`src/rtl/sa_ctrl_pkg.sv`:
```
// Shared definitions for the systolic-array sequencer: FSM state encoding and pipeline latency.
package sa_ctrl_pkg;

  typedef enum logic [2:0] {
    IDLE   = 3'd0,
    LOAD_W = 3'd1,
    STREAM = 3'd2,
    DRAIN  = 3'd3,
    DONE   = 3'd4
  } state_e;

  // Cycles from an activation entering row 0 to its psum leaving the bottom row.
  function automatic int unsigned sa_lat(input int unsigned rows, input int unsigned cols);
    return rows + cols - 1;
  endfunction

endpackage

```
`src/rtl/sa_skew_line.sv`:
```
// 1-bit serial-in, parallel-out delay line with synchronous active-low reset.
module sa_skew_line #(
  parameter int unsigned DEPTH = 4
) (
  input  logic             clk,
  input  logic             rst_n,
  input  logic             din,
  output logic [DEPTH-1:0] q
);

  logic [DEPTH-1:0] q_q, q_d;

  always_comb begin
    q_d = DEPTH'({q_q, din});
  end

  always_ff @(posedge clk) begin
    if (!rst_n) q_q <= '0;
    else        q_q <= q_d;
  end

  assign q = q_q;

endmodule

```
`src/rtl/sa_ctrl.sv`:
```
// Weight-stationary systolic-array sequencer: weight load, skewed activation stream, drain.
// Optional SA_CTRL_PERF_EN adds per-job cycle and stall counters. Assumes ROWS >= 2.
module sa_ctrl
  import sa_ctrl_pkg::*;
#(
  parameter int unsigned ROWS  = 4,
  parameter int unsigned COLS  = 4,
  parameter int unsigned LEN_W = 8
) (
  input  logic                     clk,
  input  logic                     rst_n,
  input  logic                     start,
  input  logic [LEN_W-1:0]         num_vec,
  input  logic                     act_valid,
  output logic                     act_ready,
  output logic                     w_load_en,
  output logic [$clog2(ROWS)-1:0]  w_row_sel,
  output logic [ROWS-1:0]          row_en,
  output logic                     out_valid,
  output logic                     busy,
  output logic                     done
`ifdef SA_CTRL_PERF_EN
  ,
  output logic [31:0]              perf_cycles,
  output logic [31:0]              perf_stalls
`endif
);

  localparam int unsigned LAT   = sa_lat(ROWS, COLS);
  localparam int unsigned ROW_W = $clog2(ROWS);

  state_e           state_q, state_d;
  logic [ROW_W-1:0] row_cnt_q, row_cnt_d;
  logic [LEN_W-1:0] vec_cnt_q, vec_cnt_d;
  logic [LEN_W-1:0] num_vec_q, num_vec_d;
  logic             act_ready_q, act_ready_d;
  logic             w_load_en_q, w_load_en_d;
  logic             busy_q, busy_d;
  logic             done_q, done_d;
  logic             fire_c;
  logic [ROWS-2:0]  skew_q;
  logic [LAT-1:0]   ov_line;

  assign fire_c    = act_valid & act_ready_q;
  assign row_en    = {skew_q, fire_c};
  assign out_valid = ov_line[LAT-1];
  assign w_row_sel = row_cnt_q;
  assign act_ready = act_ready_q;
  assign w_load_en = w_load_en_q;
  assign busy      = busy_q;
  assign done      = done_q;

  always_comb begin
    state_d   = state_q;
    row_cnt_d = '0;
    vec_cnt_d = vec_cnt_q;
    num_vec_d = num_vec_q;
    case (state_q)
      IDLE: begin
        vec_cnt_d = '0;
        if (start) begin
          if (num_vec != '0) begin
            num_vec_d = num_vec;
            state_d   = LOAD_W;
          end else begin
            state_d = DONE;
          end
        end
      end
      LOAD_W: begin
        if (row_cnt_q == ROW_W'(ROWS - 1)) state_d = STREAM;
        else row_cnt_d = ROW_W'(row_cnt_q + 1'b1);
      end
      STREAM: begin
        if (fire_c) begin
          vec_cnt_d = LEN_W'(vec_cnt_q + 1'b1);
          if (vec_cnt_d == num_vec_q) state_d = DRAIN;
        end
      end
      // Leave once only the final out_valid stage can still hold a token.
      DRAIN: begin
        if (ov_line[LAT-2:0] == '0) state_d = DONE;
      end
      DONE:    state_d = IDLE;
      default: state_d = IDLE;
    endcase

    act_ready_d = (state_d == STREAM);
    w_load_en_d = (state_d == LOAD_W);
    busy_d      = (state_d != IDLE);
    done_d      = (state_d == DONE);
  end

  always_ff @(posedge clk) begin
    if (!rst_n) begin
      state_q     <= IDLE;
      row_cnt_q   <= '0;
      vec_cnt_q   <= '0;
      num_vec_q   <= '0;
      act_ready_q <= 1'b0;
      w_load_en_q <= 1'b0;
      busy_q      <= 1'b0;
      done_q      <= 1'b0;
    end else begin
      state_q     <= state_d;
      row_cnt_q   <= row_cnt_d;
      vec_cnt_q   <= vec_cnt_d;
      num_vec_q   <= num_vec_d;
      act_ready_q <= act_ready_d;
      w_load_en_q <= w_load_en_d;
      busy_q      <= busy_d;
      done_q      <= done_d;
    end
  end

  sa_skew_line #(.DEPTH(ROWS - 1)) u_row_skew (
    .clk   (clk),
    .rst_n (rst_n),
    .din   (fire_c),
    .q     (skew_q)
  );

  sa_skew_line #(.DEPTH(LAT)) u_ov_line (
    .clk   (clk),
    .rst_n (rst_n),
    .din   (fire_c),
    .q     (ov_line)
  );

`ifdef SA_CTRL_PERF_EN
  logic [31:0] cyc_cnt_q, cyc_cnt_d;
  logic [31:0] stall_cnt_q, stall_cnt_d;
  logic [31:0] perf_cycles_q, perf_cycles_d;
  logic [31:0] perf_stalls_q, perf_stalls_d;

  // Running counts are published and cleared in the DONE cycle, which itself counts.
  always_comb begin
    cyc_cnt_d     = cyc_cnt_q;
    stall_cnt_d   = stall_cnt_q;
    perf_cycles_d = perf_cycles_q;
    perf_stalls_d = perf_stalls_q;
    if (state_q != IDLE) cyc_cnt_d = 32'(cyc_cnt_q + 1'b1);
    if (state_q == STREAM && !act_valid) stall_cnt_d = 32'(stall_cnt_q + 1'b1);
    if (state_q == DONE) begin
      perf_cycles_d = 32'(cyc_cnt_q + 1'b1);
      perf_stalls_d = stall_cnt_q;
      cyc_cnt_d     = '0;
      stall_cnt_d   = '0;
    end
  end

  always_ff @(posedge clk) begin
    if (!rst_n) begin
      cyc_cnt_q     <= '0;
      stall_cnt_q   <= '0;
      perf_cycles_q <= '0;
      perf_stalls_q <= '0;
    end else begin
      cyc_cnt_q     <= cyc_cnt_d;
      stall_cnt_q   <= stall_cnt_d;
      perf_cycles_q <= perf_cycles_d;
      perf_stalls_q <= perf_stalls_d;
    end
  end

  assign perf_cycles = perf_cycles_q;
  assign perf_stalls = perf_stalls_q;
`endif

endmodule
```
`config.mk`:
```
export PLATFORM = sky130hd
export DESIGN_NAME = sa_ctrl
export DESIGN_NICKNAME = d
export VERILOG_FILES = /design/src/rtl/sa_ctrl_pkg.sv /design/src/rtl/sa_skew_line.sv /design/src/rtl/sa_ctrl.sv
export SDC_FILE = /design/constraint.sdc
export NUM_CORES = 1
export LEC_CHECK = 0
export ABC_AREA = 1
export CAP_MARGIN = 15
export CORE_MARGIN = 8
export CORE_UTILIZATION = 25
export DETAILED_ROUTE_END_ITERATION = 7
export PLACE_DENSITY = 0.52
export SYNTH_ARGS = -nofsm -noshare
export SYNTH_HDL_FRONTEND = slang
export SYNTH_SLANG_ARGS = --single-unit
```
`constraint.sdc`:
```
create_clock -name clk -period 1.46 [get_ports clk]
set_input_delay 0.219 -clock clk [delete_from_list [all_inputs] [get_ports clk]]
set_output_delay 0.219 -clock clk [all_outputs]
set_load 0.02 [all_outputs]
```
# Word-level counts from Yosys, hierarchy flattened
# Index checks and enable logic that the tools add are counted.
[word_totals]
reg_bits = 35
in_bits = 12
out_inout_bits = 11
word_cells = 41
[classes]
n_addsub = 2
eq_ne = 9
mux = 9
bitwise = 3
n_reduce_logical = 8
[op_table]
columns = ["cell", "n"]
rows = [
  ["$mux W3", 6],
  ["$pmux W8 S2", 1],
  ["$pmux W3 S4", 1],
  ["$eq A3 B2 Y1 const B", 3],
  ["$add A8 B1 Y8 const B", 1],
  ["$eq A8 B8 Y1", 1],
  ["$mux W8", 1],
  ["$reduce_bool A8 Y1", 1],
  ["$eq A3 B1 Y1 const B", 2],
  ["$logic_not A6 Y1", 1],
  ["$eq A3 B3 Y1 const B", 1],
  ["$logic_not A3 Y1", 1],
  ["$reduce_and A3 Y1", 1],
  ["$reduce_bool A3 Y1", 1],
  ["$reduce_or A3 Y1", 1],
  ["$add A2 B1 Y2 const B", 1],
  ["$eq A2 B2 Y1 const B", 1],
  ["$ne A2 B1 Y1 const B", 1],
  ["$not A1 Y1", 2],
  ["$reduce_and A2 Y1", 1],
  ["$reduce_bool A2 Y1", 1],
  ["$and A1 B1 Y1", 1],
]

# Logic depth before layout (Yosys ltp)
# Gate-level depths: netlist of the first run.
[depth]
ltp_word = 6
depth_mapped = 12
ltp_nobuf = 12

# Modules after synthesis
# A second synthesis of the first run with hierarchy kept.
[unflattened]
hier_cells = 229
area_unflattened_um2 = 1577.8
[modules_own_cells]
columns = ["mod", "n_inst", "cells_each", "area_each_um2", "seq_area_each_um2"]
rows = [
  ["sa_ctrl", 1, 199, 1302.5, 500.5],
  ["sa_skew_line at u_ov_line", 1, 21, 192.7, 140.1],
  ["sa_skew_line at u_row_skew", 1, 9, 82.6, 60.1],
]

# Least setup slack after synthesis of the first run
# No wires, ideal clock.
[synth_timing]
path_kind = "flip-flop to flip-flop"
from = "register vec_cnt_q[0]"
to = "register busy_q (netlist: busy)"
setup_time_ps = 113
t_arrival_ps = 1309
required_time_ps = 1347
setup_slack_ps = 38
path_stages_with_launch = 13
synth_period_minus_slack_ps = 1422
path_cell_list = "dfxtp_1 -> ha_1 -> nand2_2 -> nor2_4 -> nand2_1 -> nand2_2 -> nand2_1 -> nor2_2 -> nor2_1 -> nand3_1 -> nand2_2 -> nand2_2 -> nand2_1"
[synth_via]
elab_chain_len = 6
[synth_lines]
columns = ["item", "line_no", "rtl"]
rows = [
  ["start: declaration", "sa_ctrl.sv:34", "logic [LEN_W-1:0] vec_cnt_q, vec_cnt_d;"],
  ["start signal: assignment", "sa_ctrl.sv:107", "vec_cnt_q <= vec_cnt_d;"],
  ["$add A8 B1 Y8", "sa_ctrl.sv:76", "vec_cnt_d = LEN_W'(vec_cnt_q + 1'b1);"],
  ["$eq A8 B8 Y1", "sa_ctrl.sv:77", "if (vec_cnt_d == num_vec_q) state_d = DRAIN;"],
  ["$mux W3", "sa_ctrl.sv:77", ""],
  ["$mux W3", "sa_ctrl.sv:75", "if (fire_c) begin"],
  ["$pmux W3 S4", "sa_ctrl.sv:58", "case (state_q)"],
  ["$reduce_bool A3 Y1", "sa_ctrl.sv:90", "busy_d = (state_d != IDLE);"],
  ["end signal: assignment", "sa_ctrl.sv:111", "busy_q <= busy_d;"],
  ["end: declaration", "sa_ctrl.sv:38", "logic busy_q, busy_d;"],
]
# Every way passes these cells.
# A chain may end at the register's enable or synchronous reset.

# Final worst setup path of the first run
# Same ends and word-level chain as after synthesis.

==> results of run 1 <==
placed cells by master, fill, tap and decap left out, types with 6 or more instances in the layout:
cell             instances
buf_4                   17
o21ai_0                  9
inv_1                   33
nand3_1                 19
nand2_2                  8
dfxtp_1                 29
nand2_1                 45
a21oi_1                 14
dlygate4sd2_1            7
nor2_1                  26
nand3_2                  6
clkdlybuf4s50_1         14
per-layer routing:
metal | global-route usage | up-vias | share of wire
met5 | 0 | - | 0
met4 | 0.0357 | 0 | 0.016
met3 | 0.0349 | 7 | 0.063
met2 | 0.148 | 24 | 0.46
met1 | 0.100 | 636 | 0.46
li1 | - | 785 | -
synthesized netlist by cell type, drive strengths merged:
master,instances
dfxtp,32
o21bai,1
o21ai,9
o22ai,1
a21oi,16
buf,7
a31oi,1
nand3b,1
clkbuf,1
nor2,30
a211oi,2
nor3,1
nand2,55
inv,38
nand4,2
nand3,25
ha,2
worst max path at each step:
stage                       startpoint        end
after floorplan           vec_cnt_q[0]       busy
final                     vec_cnt_q[0]       busy
after global routing      vec_cnt_q[0]       busy
after detailed placement     act_valid  row_en[0]
after CTS                 vec_cnt_q[1]       busy
after global placement       act_valid  row_en[0]
registers in the layout (all words and copies together), names as in the netlist:
signal,flops
act_ready,1
u_ov_line.q,7
busy,1
vec_cnt_q,8
num_vec_q,8
state_q,3
w_load_en,1
w_row_sel,2
done,1
worst register-to-register path: stages (launching register included):
cell and delay [ps]:
dfxtp_4 370, ha_4 160, nand2_4 70, nor2_4 120, nand2_1 80, nand2_2 80
nand2_1 60, nor2_2 70, nor2_1 50, nand3_1 90, nand2_2 70, nand2_2 60
nand2_1 50
per-stage QoR:
| step | power [uW] | util | std cells |
|---|---|---|---|
| 3_5_place_dp | 1150 | 0.326 | 331 |
| 5_1_grt | 1880 | 0.355 | 340 |
| 6_report | 1780 | 0.355 | 340 |
| 4_1_cts | 1810 | 0.345 | 339 |
| 2_1_floorplan | 1050 | - | 224 |
| 3_3_place_gp | 1150 | 0.326 | 331 |
power groups by stage:
| stage | sequential [uW] | combinational, uW | clock (uW) |
|---|---|---|---|
| 6_report | 922 | 216 | 639 |
| 5_1_grt | 924 | 242 | 712 |
| 4_1_cts | 923 | 213 | 671 |
| 3_5_place_dp | 941 | 212 | 0 |
| 3_3_place_gp | 940 | 213 | 0 |
| 2_1_floorplan | 947 | 106 | 0 |
layout make-up:
class	count	share of cell area
multi-input combinational	146	0.362
sequential	32	0.309
timing repair buffer	42	0.179
inverter	38	0.0691
tap	75	0.0447
clock buffer	6	0.0345
clock inverter	1	0.00238
timing repair:
| action | CTS | global route |
|---|---|---|
| setup buffers | 1 | 1 |
| setup endpoints to repair | 10 | 4 |
| gates resized for setup | 19 | 17 |
| hold buffers | 0 | 0 |
| pin swaps | 8 | 17 |
logic make-up after synthesis:
family | after synthesis | share of synthesized area
simple gates | 114 | 0.330
buf+inv | 46 | 0.129
flops | 32 | 0.418
compound gates | 30 | 0.107
fa+ha+maj | 2 | 0.0163
==> results.txt, run 1 <==
Max Cap Violations: 0
Setup Slack @ Placement: -176 ps
Final Hold Vio Count: 0
Horiz. Die Dim: 94.3 um
fin nets: 279
Worst-Skew Late Latency: 280 ps
crit path DAT: 1620 ps
Clock Skew: 4.21 ps
gp weighted congestion: 0.796
setup_tns: 0 ps
Buf/Inv on CP: 0
CP max FO: 4
Pwr per Cell Area: 846 nW/um2
drt via density: 4.27
setup ws final: 14.7 ps
RR Startpoint: vec_cnt_q[0]
Reg2Reg Setup Slack: 10 ps
final-layout fill cell count: 640
stages on the worst setup path: 12
drt total wl: 3780 um
port buffer count: 22
Root Buffer: clkbuf_8
synth warn: 0
CP delay by family, top: simple AND/OR/NAND/NOR gates
Syn Inst Count: 224
Antenna Nets Post-Route: 0
Synth cell types: 25
hold_sp: u_ov_line.q[4]
Placement Cell Area: 1930 um2
Reg area: 649 um2
CTS max path bufs: 2
WL/cell: 11.1 um
die area: 8900 um2
H-tree levels: 2
Synth top area share: 0.418
crit path launch type: register
TritonRoute pass-1 iters: 4
first-pass GRT wire length: 6180 um
VDD IR-drop max: 422 uV
r2r worst-path depth: 12
Setup-failing EPs final: 0
WHS Path Cells: 2
DP HPWL: 2870 um
CTS Buf Count: 5
Endpoint, Worst Hold: u_ov_line.q[5]
Setup Crit Path Kind: reg -> reg
max incr delay on CP: 370 ps
Sequential Power Share: 0.519
HP Class: reg -> reg
Netlist Area Pre-Place: 1530 um2
switching power: 453 uW
synthesized flop and latch total: 32
Period minus WS final: 1450 ps
register area share after synthesis: 0.418
Initial Util: 0.259
combinational share of power: 0.122
vias in the first global route: 1411
Synth area leader: dfxtp_1
static leakage: 0.000996 uW
pin count of the biggest net entering global routing: 17
RR Endpoint: busy
Cell Chain, Critical Path: ha_4 > nand2_4 > nor2_4 > nand2_1 > nand2_2 > nand2_1 > nor2_2 > nor2_1 > nand3_1 > nand2_2 > nand2_2 > nand2_1
fraction of layout cells with a size suffix above 1: 0.215
clock sink total: 32
initial antenna violation count: 0
row cnt: 28
Slew HR: 0.690
starting DRC count in detailed routing: 55
syn nets: 238
Die Y: 94.3 um
synth-to-layout area growth: 36.9%
Final Cell Area: 2100 um2
multi-input logic area: 759 um2
Fmax achieved: 692 MHz
syn avg cell area: 6.85 um2
main area contributors after synthesis: dfxtp_1, nand2_1, inv_1
CTS tree: done
Worst-Margin Slew: 464 ps
grt ovf: 0
core box area: 5920 um2
hold_ws: 423 ps
final worst-path cycle share: 0.990
I/O pins: 23
Sw Share: 0.255
Reg clk slew, reported paths: 60 ps
diode count: 0
Required @ worst endpoint: 1640 ps
Worst Setup End Kind: register
RSZ-0062 raised after global routing: yes
status: finished clean
Slew Limit Fails: 0
internal cell power: 1320 uW
Clk network pwr share: 0.359
Slowest-stage cell, CP: dfxtp_4
Via Count: 1452
GRT Overall Usage: 0.0891
DRC violations left: 0
Note: power is estimated with default switching activity, not from simulation.
==> run 2, diff against run 1 <==
Settings changed: CORE_UTILIZATION 25 to 48, PLACE_DENSITY 0.52 to 0.82, RECOVER_POWER from default to 100.
==> run 2 against run 1 <==
  * The flow now finishes with violations (negative setup slack)
  * Sequential cell count unchanged
  * First-iteration DRC count is 55% higher
  * Critical path depth fell by 2
  * Register-to-register slack lost 30 ps
  * Clock skew rose by 1.9 ps
  * Combinational power decreased by 12%
  * Setup slack got worse by 25 ps
  * Clock power fell by 16%
  * Cell count down 11%
  * Hold slack better by 7.2 ps
  * Sequential share of layout area grew 2.1 points
  * Highest routed layer unchanged
==> results.txt, run 2 (synthesized netlist as in run 1, its figures left out) <==
DP HPWL: 2550 um (was 2870 um)
Placement Cell Area: 1840 um2 (was 1930 um2)
most common cell after layout, fill and taps aside: nand2_1 (unchanged)
static leakage: 0.000933 uW (was 0.000996 uW)
CP startpoint: vec_cnt_q[0] (unchanged)
Max Cap Violations: 0 (unchanged)
CP endpoint: busy (unchanged)
port buffer count: 22 (unchanged)
Worst-Skew Late Latency: 330 ps (was 280 ps)
RR Startpoint: vec_cnt_q[0] (unchanged)
HP Class: reg -> reg (unchanged)
initial antenna violation count: 0 (unchanged)
Clock Skew: 6.10 ps (was 4.21 ps)
Reg2Reg Setup Slack: -10 ps (was 10 ps)
r2r worst-path depth: 10 (was 12)
die area: 5260 um2 (was 8900 um2)
Setup Crit Path Kind: reg -> reg (unchanged)
drt total wl: 3330 um (was 3780 um)
Pwr per Cell Area: 846 nW/um2 (about the same)
diode count: 0 (unchanged)
synth-to-layout area growth: 27.2% (was 36.9%)
Util after Layout: 0.639 (was 0.355)
Slew Limit Fails: 0 (unchanged)
Setup-failing EPs final: 1 (was 0)
fin nets: 272 (was 279)
setup ws final: -10.7 ps (was 14.7 ps)
Antenna Nets Post-Route: 0 (unchanged)
Cell Chain, Critical Path: ha_4 > nand2_2 > nor2_4 > nand3_2 > a21oi_2 > nor2_1 > nand3_1 > nand2_2 > nand2_2 > nand2_1 (was ha_4 > nand2_4 > nor2_4 > nand2_1 > nand2_2 > nand2_1 > nor2_2 > nor2_1 > nand3_1 > nand2_2 > nand2_2 > nand2_1)
CP max FO: 3 (was 4)
grt ovf: 0 (unchanged)
crit path DAT: 1700 ps (was 1620 ps)
DRC violations left: 0 (unchanged)
TritonRoute pass-1 iters: 4 (unchanged)
Reg clk slew, reported paths: 100 ps (was 60 ps)
Period minus WS final: 1470 ps (was 1450 ps)
Root Buffer: clkbuf_4 (was clkbuf_8)
gp weighted congestion: 0.843 (was 0.796)
I/O pins: 23 (unchanged)
Slew HR: 0.729 (was 0.690)
final worst-path cycle share: 1.01 (was 0.990)
crit path launch type: register (unchanged)
Fmax achieved: 680 MHz (was 692 MHz)
max incr delay on CP: 370 ps (about the same)
GRT Overall Usage: 0.139 (was 0.0891)
Final Cell Area: 1950 um2 (was 2100 um2)
most frequent cells in the layout: nand2_1, inv_1, dfxtp_1, nor2_1, nand3_1 (unchanged)
CTS Buf Count: 5 (unchanged)
starting DRC count in detailed routing: 85 (was 55)
Worst-Margin Slew: 407 ps (was 464 ps)
vias in the first global route: 1437 (was 1411)
RR Endpoint: busy (unchanged)
hold_ws: 431 ps (was 423 ps)
WL/cell: 11.0 um (was 11.1 um)
Worst Setup End Kind: register (unchanged)
violated checks: negative setup slack
Buf/Inv on CP: 0 (unchanged)
Via Count: 1463 (was 1452)
row cnt: 20 (was 28)
VDD IR-drop max: 738 uV (was 422 uV)
CTS tree: done (unchanged)
status: finished with violations (was finished clean)
RSZ-0062 raised after global routing: yes (unchanged)
Required @ worst endpoint: 1690 ps (was 1640 ps)
Initial Util: 0.502 (was 0.259)
cell mode on critical path: nand2_2
Die Y: 72.5 um (was 94.3 um)
fraction of layout cells with a size suffix above 1: 0.181 (was 0.215)
clock sink total: 32 (unchanged)
drt via density: 4.83 (was 4.27)
Final Non-Filler Cells: 303 (was 340)
stages on the worst setup path: 10 (was 12)
Final Hold Vio Count: 0 (unchanged)
overall power: 1650 uW (was 1780 uW)
H-tree levels: 2 (unchanged)
hold buffers post-CTS: 0 (unchanged)
core box area: 3050 um2 (was 5920 um2)
pin count of the biggest net entering global routing: 17 (unchanged)
Horiz. Die Dim: 72.5 um (was 94.3 um)
Slowest-stage cell, CP: dfxtp_2 (was dfxtp_4)
first-pass GRT wire length: 5950 um (was 6180 um)
CP delay by family, top: simple AND/OR/NAND/NOR gates (unchanged)
placed cells: 294 (was 331)
CTS max path bufs: 2 (unchanged)
[run 2: stage by stage]
step | setup slack, ps | setup TNS (ps)
2_1_floorplan | 38.2 | 0
3_3_place_gp | -177 | -1140
3_5_place_dp | -180 | -1370
4_1_cts | -11.2 | -11.2
5_1_grt | -145 | -439
6_report | -10.7 | -10.7
[run 2: metal layers]
metal	GRT usage	routed length, um
met5	0	0
met4	0.0578	45
met3	0.0496	210
met2	0.250	1660
met1	0.141	1410
[run 2: tightest hold or removal path, stage by stage (launching register included)]
cell and delay [ps]:
dfxtp_1 320, nand2_1 50, inv_1 30
[run 2: area by class of cell]
type / count / area (um2)
timing repair buffer: 35 / 305
tap: 44 / 55.1
fill: 277 / 1100
inverter: 38 / 143
sequential: 32 / 644
multi-input combinational: 146 / 742
clock buffer: 6 / 51.3
clock inverter: 2 / 10.0
[run 2: worst min-delay path by stage]
| stage | startpoint | to | slack [ps] | depth (start not counted) |
|---|---|---|---|---|
| 2_1_floorplan | rst_n | state_q[1] | 350 | 2 |
| 3_3_place_gp | u_ov_line.q[4] | u_ov_line.q[5] | 410 | 2 |
| 3_5_place_dp | u_ov_line.q[4] | u_ov_line.q[5] | 420 | 2 |
| 4_1_cts | u_ov_line.q[4] | u_ov_line.q[5] | 430 | 2 |
| 5_1_grt | u_ov_line.q[4] | u_ov_line.q[5] | 440 | 2 |
| 6_report | u_ov_line.q[4] | u_ov_line.q[5] | 430 | 2 |
[run 2: power by group]
part,total (uW),switching [uW],internal (uW)
logic,190,106,84.1
clock network,537,308,229
registers,923,18.9,904
total,1650,433,1220
[run 2: timing repair]
item,in CTS,in global routing
cloned,0,0
setup buffers,0,1
endpoints found under the hold margin,0,0
endpoints found under the setup margin,14,3
resized for setup,24,5
pin swaps,6,4
==> variant: new RTL, flow settings as in run 2 <==
The 5 states of `state_e` get a one-hot encoding in 5 bits.
--- a/src/rtl/sa_ctrl_pkg.sv
+++ b/src/rtl/sa_ctrl_pkg.sv
@@ -3,8 +3,8 @@
 
-  typedef enum logic [2:0] {
-    IDLE   = 3'd0,
-    LOAD_W = 3'd1,
-    STREAM = 3'd2,
-    DRAIN  = 3'd3,
-    DONE   = 3'd4
+  typedef enum logic [4:0] {
+    IDLE   = 5'b00001,
+    LOAD_W = 5'b00010,
+    STREAM = 5'b00100,
+    DRAIN  = 5'b01000,
+    DONE   = 5'b10000
   } state_e;
Behaviour: same outputs for any inputs over 10 cycles, from zero or initial values and one cycle with rst_n low; not proved beyond that.
==> variant against run 2 <==
Area after synthesis up 12%. Worst setup slack got worse by 70 ps. Critical path type unchanged. Combinational power grew 50%. Wire length up 44%. Largest power group unchanged. Sequential cell count increased by 2. Count of clock-buffer cells in the layout decreased by 1. Power rose by 31%. The run still ends with negative setup slack left. Cell area is 24% higher. Highest routed layer unchanged.
==> variant: results <==
set metrics [dict create \
    place_ws_ps -205 \
    synth_mux_area_share_pct 0 \
    r2r_cells 11 \
    cp-startpoint "vec_cnt_q[1]" \
    sh_seq_area_pct 28.7 \
    synth_xor_area_share_pct 0.512 \
    drive_gt1_share_pct 31.8 \
    clkCellAreaFrac_pct 4.41 \
    buffers 49 \
    status "finished, violations left" \
    gp_congestion 0.901 \
    leakagePower_nw 1.14 \
    synth_area_leaders "dfxtp_1, nand2_1, inv_1" \
    path_clk_slew_ps 120 \
    drtIter0Drc 88 \
    violations "negative setup slack" \
    grt_max_degree 16 \
    nonClkBufAreaFrac_pct 17.3 \
    path_max_fanout 4 \
    ys_top_cells_by_count "nand2_1, dfxtp_1, inv_1" \
    track_usage_pct 16.8 \
    yosys.area_share.adder_pct 1.46 \
    synth-compound-area-share_pct 9.44 \
    hpwlAfterDp_um 3090 \
    ir_drop_mv 0.898 \
    nNonClkInverters 37 \
    multi_input_area_share_pct 41.4 \
    clock_skew_ps 11.1 \
    slew_headroom_pct 57.1 \
    multi_input_gates 168 \
    cts_sinks 34 \
    gr-total-overflow 0 \
    clk_latency_ps 360 \
    grt_pass1_wl_um 7240 \
    layout_setup_ws_ps -81.2 \
    via_per_inst 5.08 \
    grt_pass1_vias 1677 \
    worstPathArrival_ps 1840 \
    r2r_end "state_q[3]" \
    fin_nets 309 \
    clkbuf_count 5 \
    port_buffers 22 \
    setup_viol 3 \
    cp_slowest_cell "dfxtp_4" \
    postSynthNetCount 261 \
    cts-htree-levels 2 \
]
[variant: power breakdown]
group / switching, mW / internal [mW]
clock network: 0.353 / 0.535
registers: 0.0230 / 0.957
logic: 0.170 / 0.115
total: 0.546 / 1.61
[variant: critical path, delay by kind of cell, from the launching register on]
kind            cells  cell delay (ps)
buf+inv             1              120
fa+ha+maj           1              180
flops               1              380
compound gates      1              130
simple gates        8              680
[variant: repair_timing]
item	CTS	global route
pin swaps	11	14
setup buffers	4	3
hold buffers	0	0
endpoints found under the setup margin	14	21
resized for setup	35	33
[variant: worst min-delay path by stage]
stage,start,end,slack [ps],cells after the start
2_1_floorplan,rst_n,vec_cnt_q[0],350,2
3_3_place_gp,u_ov_line.q[4],u_ov_line.q[5],420,2
3_5_place_dp,u_ov_line.q[4],u_ov_line.q[5],430,2
4_1_cts,num_vec[3],num_vec_q[3],450,3
5_1_grt,u_ov_line.q[1],u_ov_line.q[2],470,2
6_report,u_ov_line.q[5],u_ov_line.q[6],450,2
[variant: metal layers]
layer  part of all wire [%]  track usage [%]  vias to the layer above
met1                     42             19.1                      790
met4                    3.6             8.10                        0
met2                     50             28.8                       55
li1                       -                -                      874
met5                      0                0                        -
met3                    4.9             3.95                       20
[variant: metrics by stage]
stage / std cells / setup TNS [ps] / hold WS, ps / instance area, sq um
after global routing: 342 / -1290 / 474 / 2410
after global placement: 327 / -1370 / 416 / 2090
after CTS: 339 / -109 / 448 / 2300
after floorplan: 247 / 0 / 350 / 1720
final: 342 / -160 / 453 / 2410
after detailed placement: 327 / -1950 / 427 / 2090
[variant: kinds of logic after synthesis]
family / Yosys count
AND/OR/NAND/NOR: 135
adder cells (fa/ha/maj): 2
AO/OA/AOI/OAI: 30
XOR/XNOR: 1
flip-flops: 34
buffers and inverters: 45
